## config.mk

```make
export PLATFORM = sky130hd
export DESIGN_NAME = icache_flat
export DESIGN_NICKNAME = d
export VERILOG_FILES = /design/src/rtl/icache_pkg.sv /design/src/rtl/icache_if.sv /design/src/rtl/icache_line_store.sv /design/src/rtl/icache.sv /design/src/flat_wrapper.sv
export SDC_FILE = /design/constraint.sdc
export NUM_CORES = 1
export LEC_CHECK = 0
export BUFFER_PORTS_ARGS = -buffer_cell sky130_fd_sc_hd__buf_2
export CAP_MARGIN = 20
export CORE_ASPECT_RATIO = 1.5
export CORE_MARGIN = 5
export CORE_UTILIZATION = 35
export CTS_CLUSTER_DIAMETER = 120
export DETAILED_ROUTE_END_ITERATION = 8
export GPL_TIMING_DRIVEN = 0
export HOLD_SLACK_MARGIN = 0.03
export PLACE_DENSITY_LB_ADDON = 0.15
export SYNTH_ARGS = -nofsm -noshare
export SYNTH_HDL_FRONTEND = slang
export SYNTH_SLANG_ARGS = --single-unit
```

## constraint.sdc

```tcl
create_clock -name clk -period 18.2 [get_ports clk]
set_input_delay 3.64 -clock clk [delete_from_list [all_inputs] [get_ports clk]]
set_output_delay 3.64 -clock clk [all_outputs]
set_load 0.02 [all_outputs]
```

## src/rtl/icache_pkg.sv

```systemverilog
// icache_pkg: shared constants and types for the direct-mapped instruction cache.
//   - FSM state encoding (IDLE, MEM_READ, UPDATE)
//   - address field widths (tag / index / word offset) and line geometry
package icache_pkg;

    localparam int ADDR_W     = 10;   // CPU byte address width
    localparam int WORD_W     = 32;   // instruction word width
    localparam int TAG_W      = 3;
    localparam int INDEX_W    = 3;
    localparam int OFFSET_W   = 2;
    localparam int LINE_W     = 128;
    localparam int NUM_BLOCKS = 8;
    localparam int MEM_ADDR_W = TAG_W + INDEX_W;   // block address to memory

    typedef enum logic [1:0] {
        IDLE     = 2'd0,
        MEM_READ = 2'd1,
        UPDATE   = 2'd2
    } state_t;

endpackage

```

## src/rtl/icache_if.sv

```systemverilog
// icache_if: CPU fetch port and instruction-memory port of the icache.
//   CPU side   : address (in), instruction (out), busywait (out)
//   memory side: mem_read (out), mem_address (out), mem_readdata (in),
//                mem_busywait (in)
// Modport slave is the cache's view; modport master is the environment's
// (CPU + instruction memory) view.
interface icache_if;

    logic [icache_pkg::ADDR_W-1:0]     address;
    logic [icache_pkg::WORD_W-1:0]     instruction;
    logic                              busywait;
    logic                              mem_read;
    logic [icache_pkg::MEM_ADDR_W-1:0] mem_address;
    logic [icache_pkg::LINE_W-1:0]     mem_readdata;
    logic                              mem_busywait;

    modport slave (
        input  address,
        input  mem_readdata,
        input  mem_busywait,
        output instruction,
        output busywait,
        output mem_read,
        output mem_address
    );

    modport master (
        output address,
        output mem_readdata,
        output mem_busywait,
        input  instruction,
        input  busywait,
        input  mem_read,
        input  mem_address
    );

endinterface

```

## src/rtl/icache_line_store.sv

```systemverilog
// icache_line_store: valid / tag / data arrays of the direct-mapped cache.
//   clk, reset          : clock, asynchronous active-high reset (clears valid only)
//   rd_index            : combinational read port index
//   rd_valid/tag/data   : contents of the addressed line
//   wr_en, wr_index,
//   wr_tag, wr_data     : synchronous line write; also sets the line valid
module icache_line_store
    import icache_pkg::*;
#(
    parameter int DEPTH = NUM_BLOCKS
)
(
    input  logic               clk,
    input  logic               reset,
    input  logic [INDEX_W-1:0] rd_index,
    output logic               rd_valid,
    output logic [TAG_W-1:0]   rd_tag,
    output logic [LINE_W-1:0]  rd_data,
    input  logic               wr_en,
    input  logic [INDEX_W-1:0] wr_index,
    input  logic [TAG_W-1:0]   wr_tag,
    input  logic [LINE_W-1:0]  wr_data
);

    logic [DEPTH-1:0]  valid;
    logic [TAG_W-1:0]  tags [DEPTH];
    logic [LINE_W-1:0] data [DEPTH];

    // Only the valid bits are reset; stale tag/data are masked by valid = 0.
    always_ff @(posedge clk or posedge reset) begin
        if (reset) begin
            valid <= '0;
        end else if (wr_en) begin
            valid[wr_index] <= 1'b1;
        end
    end

    always_ff @(posedge clk) begin
        if (wr_en) begin
            tags[wr_index] <= wr_tag;
            data[wr_index] <= wr_data;
        end
    end

    assign rd_valid = valid[rd_index];
    assign rd_tag   = tags[rd_index];
    assign rd_data  = data[rd_index];

endmodule

```

## src/rtl/icache.sv

```systemverilog
// icache: read-only, direct-mapped instruction cache (8 lines x 4 words).
//   clk, reset : clock, asynchronous active-high reset
//   bus        : icache_if.slave
//                address -> tag [9:7], index [6:4], word [3:2], [1:0] ignored
//                instruction/busywait back to the CPU; a hit answers in the
//                same cycle, a miss stalls for memory latency + 2 cycles
//                mem_read/mem_address/mem_readdata/mem_busywait to the
//                instruction memory, one 128-bit block per fill
module icache #(
    parameter int NUM_BLOCKS      = 8,
    parameter int WORDS_PER_BLOCK = 4
)
(
    input  logic    clk,
    input  logic    reset,
    icache_if.slave bus
);

    import icache_pkg::*;

    localparam int LINE_BITS = WORDS_PER_BLOCK * WORD_W;

    state_t              state;
    state_t              state_next;

    logic [TAG_W-1:0]    req_tag;
    logic [INDEX_W-1:0]  req_index;
    logic [OFFSET_W-1:0] req_offset;
    logic [1:0]          unused_byte_offset;

    logic                line_valid;
    logic [TAG_W-1:0]    line_tag;
    logic [LINE_BITS-1:0] line_data;
    logic [WORD_W-1:0]   line_word;
    logic                hit;
    logic                hit_idle;

    logic [TAG_W-1:0]    miss_tag;
    logic [INDEX_W-1:0]  miss_index;
    logic [LINE_W-1:0]   fill_data;
    logic [WORD_W-1:0]   instr_q;

    logic                busy;
    logic                rd_req;
    logic                fill_we;

    assign req_offset         = bus.address[2 +: OFFSET_W];
    assign req_index          = bus.address[2 + OFFSET_W +: INDEX_W];
    assign req_tag            = bus.address[2 + OFFSET_W + INDEX_W +: TAG_W];
    assign unused_byte_offset = bus.address[1:0];

    icache_line_store #(
        .DEPTH (NUM_BLOCKS)
    ) u_store (
        .clk      (clk),
        .reset    (reset),
        .rd_index (req_index),
        .rd_valid (line_valid),
        .rd_tag   (line_tag),
        .rd_data  (line_data),
        .wr_en    (fill_we),
        .wr_index (miss_index),
        .wr_tag   (miss_tag),
        .wr_data  (fill_data)
    );

    assign hit       = line_valid && (line_tag == req_tag);
    assign hit_idle  = (state == IDLE) && hit;
    assign line_word = line_data[WORD_W * req_offset +: WORD_W];

    // State and last-delivered instruction; reset here is asynchronous so an
    // in-flight fill is abandoned immediately and mem_read drops at once.
    always_ff @(posedge clk or posedge reset) begin
        if (reset) begin
            state   <= IDLE;
            instr_q <= '0;
        end else begin
            state <= state_next;
            if (hit_idle) begin
                instr_q <= line_word;
            end
        end
    end

    // Miss bookkeeping: the request is latched on the miss cycle so later
    // address changes cannot redirect the fill.
    always_ff @(posedge clk) begin
        if ((state == IDLE) && !hit) begin
            miss_tag   <= req_tag;
            miss_index <= req_index;
        end
        if ((state == MEM_READ) && !bus.mem_busywait) begin
            fill_data <= bus.mem_readdata;
        end
    end

    always_comb begin
        state_next = state;
        busy       = 1'b0;
        rd_req     = 1'b0;
        fill_we    = 1'b0;
        case (state)
            IDLE: begin
                if (!hit) begin
                    busy       = 1'b1;
                    state_next = MEM_READ;
                end
            end
            MEM_READ: begin
                busy   = 1'b1;
                rd_req = 1'b1;
                if (!bus.mem_busywait) begin
                    state_next = UPDATE;
                end
            end
            UPDATE: begin
                busy       = 1'b1;
                fill_we    = 1'b1;
                state_next = IDLE;
            end
            default: begin
                state_next = IDLE;
            end
        endcase
        // With all lines invalid during reset every lookup misses; the CPU
        // must still see busywait low while reset is held.
        if (reset) begin
            busy = 1'b0;
        end
    end

    assign bus.busywait    = busy;
    assign bus.mem_read    = rd_req;
    assign bus.mem_address = {miss_tag, miss_index};
    // Hits are forwarded in the same cycle; otherwise the last word is held.
    assign bus.instruction = hit_idle ? line_word : instr_q;

endmodule

```

## src/flat_wrapper.sv

```systemverilog
// flat-port wrapper written by rule: the top's interface ports become plain ports
module icache_flat import icache_pkg::*;
#(
    parameter int NUM_BLOCKS      = 8,
    parameter int WORDS_PER_BLOCK = 4
)
  (clk, reset, bus_address, bus_mem_readdata, bus_mem_busywait, bus_instruction, bus_busywait, bus_mem_read, bus_mem_address);
  icache_if bus_i ();
  input  logic clk;
  input  logic reset;
  input wire logic [$bits(bus_i.address)-1:0] bus_address;
  input wire logic [$bits(bus_i.mem_readdata)-1:0] bus_mem_readdata;
  input wire logic [$bits(bus_i.mem_busywait)-1:0] bus_mem_busywait;
  output wire logic [$bits(bus_i.instruction)-1:0] bus_instruction;
  output wire logic [$bits(bus_i.busywait)-1:0] bus_busywait;
  output wire logic [$bits(bus_i.mem_read)-1:0] bus_mem_read;
  output wire logic [$bits(bus_i.mem_address)-1:0] bus_mem_address;
  assign bus_i.address = bus_address;
  assign bus_i.mem_readdata = bus_mem_readdata;
  assign bus_i.mem_busywait = bus_mem_busywait;
  assign bus_instruction = bus_i.instruction;
  assign bus_busywait = bus_i.busywait;
  assign bus_mem_read = bus_i.mem_read;
  assign bus_mem_address = bus_i.mem_address;
  icache #(.NUM_BLOCKS(NUM_BLOCKS), .WORDS_PER_BLOCK(WORDS_PER_BLOCK)) u_core (.clk(clk), .reset(reset), .bus(bus_i));
endmodule
```

==> out/summary.md <==
The flow ran to the end, and the final reports show no timing, DRC or antenna violations. The logs give 0 for the post-detailed-route count of antenna-violating nets and 11300 for the count of filler cells inserted in the layout. Among all flip-flop cells after synthesis, the most frequent one is sky130_fd_sc_hd__edfxtp_1.

The worst register-to-register path begins at u_core.state[0]$_DFFE_PP0P_. Relative to the synthesized area, the layout overhead comes to 18.2%. Synthesis handed over a netlist of 1789 instances. Overall overflow remaining after global route: 0. The actual transition at the worst max-transition pin came out at 1.11 ns.

Summing all placed instances gives a cell area of 50100 um2. The vertical extent of the die came out at 452 um. The number of global-route vias before repair came out at 22100.

Final hold analysis gives a worst-case slack of 0.467 ns. The cell area that synthesis handed to floorplanning was 45600 um2. The finished cells cover 53800 um2. The floorplan step defined a die boundary enclosing 138000 um2.

The tools report the required time at the endpoint of the critical path as 14.56 ns. The logs give 41.5% for the core utilization of the finished layout and 6.97 ns for the minimum setup slack after placement. The highest fanout seen on the critical path works out to 10. The critical path startpoint is bus_address[5]. Clock-pin slew was measured on the worst setup and hold paths at 0.07 ns. The clock sink count was 1224; the count of input and output buffers was 176. The logs give 0 for the count of unresolved DRC violations after routing and 32 for the number of distinct standard cells referenced by the synthesized netlist.

The run gives 3 as the initial antenna violation count. TritonCTS built the clock tree. The first global-routing pass estimated 163000 um of wire.

Max-cap violations in this run came to 0. The initial utilization of the core area, before any placement, comes to 35.1%. For the post-route non-filler standard cell count, the log shows 3993. The run gives 7.48 ns as the data arrival time of the worst path. The clock passes through at most 3 buffers. The number of placed instances with taps included is 3773, and the overall global routing resource usage is 16.5%.

The worst setup path is captured at an output port. The count of buffers added by post-CTS timing repair for setup was 0. The post-route clock period utilization is 61.1%.

CTS placed an instance of sky130_fd_sc_hd__clkbuf_16 at the clock tree root. During synthesis, Yosys emitted a total of 0 warnings. The net count after synthesis was 1935; the maximum achievable frequency was 90.0 MHz. In this run the worst hold path is classified as reg -> reg. The largest voltage drop on the vdd net is 0.0776 mV. The logs give 0 for the number of setup violations in the final report and 0 for the number of hold buffers added after cts. The startpoint identified for the worst hold timing path is u_core.u_store.valid[5]$_DFFE_PP0P_. Each instance of the synthesized netlist takes up on average 25.5 um2. The tools report the final setup TNS as 0 ns.

The latest clock arrival within the worst-skew pair is 0.74 ns. In this run, CTS created clock tree buffers numbering 119. For this block, the routed nets add up to 114000 um of wire. Counting flops with a built-in enable in the synthesized netlist gives 1182. For the number of endpoints with negative hold slack in the final report, the log shows 0.

The analysis attributes to cell leakage a power of 17.3 nW. In this run the power density over the cells is 124 nW/um2. Gates resized during post-CTS repair numbered 0. The logs give 7.08 ns for the setup slack of the critical path after layout and 7 for the total iterations of the first detailed-routing run.

Remaining max-slew budget at the tightest pin: 26.0%. For the maximum number of pins on one net before global-route repair, the log shows 31. Setup repair after global routing left no endpoint under its margin. The clock tree synthesis step divided the H-tree into 3 levels. The critical path launch point type is an input port.

The routed layout has 20000 vias. In this run, the number of DRC markers left after iteration 0 of detailed routing was 1435. Counting flops and latches in the post-synthesis netlist gives 1224. The tools report the area inside the core boundary as 130000 um2.

After synthesis, the share of flip-flops with an asynchronous set or reset is 3.43%. In the final design database the tool counted 2320 nets. The number of core rows is 162.

The total chip power is 6.67 mW, and the fraction of layout instances using a drive strength above 1 is 35.9%. The placed wire-length estimate after detailed placement is 77000 um. The clock arrives with 0.0370 ns of skew. In the final routed layout, each cell accounts on average for 28.7 um. 181 I/O pins were placed.

The share of the Yosys chip area taken by registers is 80.2%. The post-layout minimum cycle time works out to 11.12 ns. The detail-routed via count per cell was 5.02; the overall die width was 305 um.

The routability congestion estimate from global placement is 0.710, and the final count of pins violating max slew is 0. The critical path is of the in -> out type.
## Yosys cell counts, types with 2 or more instances
master,number,area share (%)
sky130_fd_sc_hd__inv_1,35,0.29
sky130_fd_sc_hd__nor2_1,7,0.058
sky130_fd_sc_hd__mux2i_1,76,1.7
sky130_fd_sc_hd__buf_4,18,0.30
sky130_fd_sc_hd__clkbuf_1,38,0.31
sky130_fd_sc_hd__xor2_1,3,0.058
sky130_fd_sc_hd__or2_2,8,0.11
sky130_fd_sc_hd__nor3_1,2,0.022
sky130_fd_sc_hd__buf_1,8,0.066
sky130_fd_sc_hd__nand2_1,6,0.049
sky130_fd_sc_hd__buf_6,10,0.25
sky130_fd_sc_hd__mux4_2,325,16
sky130_fd_sc_hd__dfrtp_1,42,2.3
sky130_fd_sc_hd__buf_2,6,0.066
sky130_fd_sc_hd__nand2b_1,3,0.041
sky130_fd_sc_hd__ha_1,5,0.14
sky130_fd_sc_hd__edfxtp_1,1182,78
## registers in the layout (all words and copies together) (netlist names)
register and count:
u_core.u_store.data 1024, u_core.u_store.valid 8, u_core.miss_index 3, u_core.u_store.tags 24, u_core.miss_tag 3, u_core.instr_q 32, u_core.state 2, u_core.fill_data 128
## cells in the final DEF (no fill, tap or decap), types with 11 or more instances in the layout
master / netlist / final
sky130_fd_sc_hd__edfxtp_1: 1182 / 1182
sky130_fd_sc_hd__clkbuf_16: 0 / 120
sky130_fd_sc_hd__inv_1: 35 / 34
sky130_fd_sc_hd__clkinv_2: 0 / 25
sky130_fd_sc_hd__clkinv_1: 0 / 23
sky130_fd_sc_hd__mux2i_1: 76 / 76
sky130_fd_sc_hd__mux4_2: 325 / 325
sky130_fd_sc_hd__buf_4: 18 / 23
sky130_fd_sc_hd__buf_2: 6 / 182
sky130_fd_sc_hd__clkbuf_1: 38 / 63
sky130_fd_sc_hd__dfrtp_1: 42 / 42
sky130_fd_sc_hd__buf_12: 1 / 42
sky130_fd_sc_hd__buf_8: 0 / 11
sky130_fd_sc_hd__buf_6: 10 / 36
## cells by family after synthesis
family,count (synthesis),synth area share [%]
buffers and inverters,117,1.33
muxes,402,17.8
DFF,1224,80.2
and+or+nand+nor,33,0.382
AOI/OAI and AO/OA,5,0.107
xor gates and xnor gates,3,0.0577
adders and majority gates,5,0.137
## layer usage
metal	vias to the layer above	track usage, %	part of all wire, %
met1	11000	20.9	41
met2	449	29.8	54
li1	8440	-	-
met3	118	2.58	3.7
met5	-	0	0
met4	0	4.08	1.8
## final timing paths
| kind | end | slack, ns | cells past startpoint |
|---|---|---|---|
| setup / recovery | bus_instruction[2] | 7.08 | 9 |
| setup reg to reg | u_core.u_store.data[0][90]$_DFFE_PP_ | 15.01 | 10 |
| min in group asynchronous | u_core.instr_q[1]$_DFF_PP0_ | 3.05 | 2 |
| max in group asynchronous | u_core.instr_q[0]$_DFF_PP0_ | 14.57 | 3 |
| hold / removal | u_core.u_store.valid[5]$_DFFE_PP0P_ | 0.47 | 1 |
| hold reg to reg | u_core.u_store.valid[5]$_DFFE_PP0P_ | 0.47 | 1 |
## worst max-delay path, cell delays in order
cell and delay (ns):
sky130_fd_sc_hd__buf_2 0.09, sky130_fd_sc_hd__buf_2 0.28, sky130_fd_sc_hd__clkbuf_1 0.85, sky130_fd_sc_hd__clkbuf_1 0.89, sky130_fd_sc_hd__mux4_2 0.43, sky130_fd_sc_hd__mux4_2 0.48
sky130_fd_sc_hd__mux2i_1 0.39, sky130_fd_sc_hd__mux2i_1 0.20, sky130_fd_sc_hd__buf_2 0.20
## power by group
part,total [mW],internal (mW),switching [mW]
Sequential,3.60,3.45,0.152
Combinational,0.689,0.264,0.425
Clock,2.38,1.32,1.06
Total,6.67,5.03,1.63
## layout make-up
class / instances / area [um2] / area share (%)
flip-flops and latches: 1224 / 36500 / 67.9
multi-input cells: 448 / 8470 / 15.7
clock buffers: 145 / 3100 / 5.75
repair buffers: 264 / 2330 / 4.34
well taps: 1722 / 2150 / 4.00
clock inverters: 72 / 623 / 1.16
plain buffers: 82 / 475 / 0.883
inverters: 35 / 131 / 0.244
diodes: 1 / 2.50 / 0.00465
(Power assumes the default switching activity.)
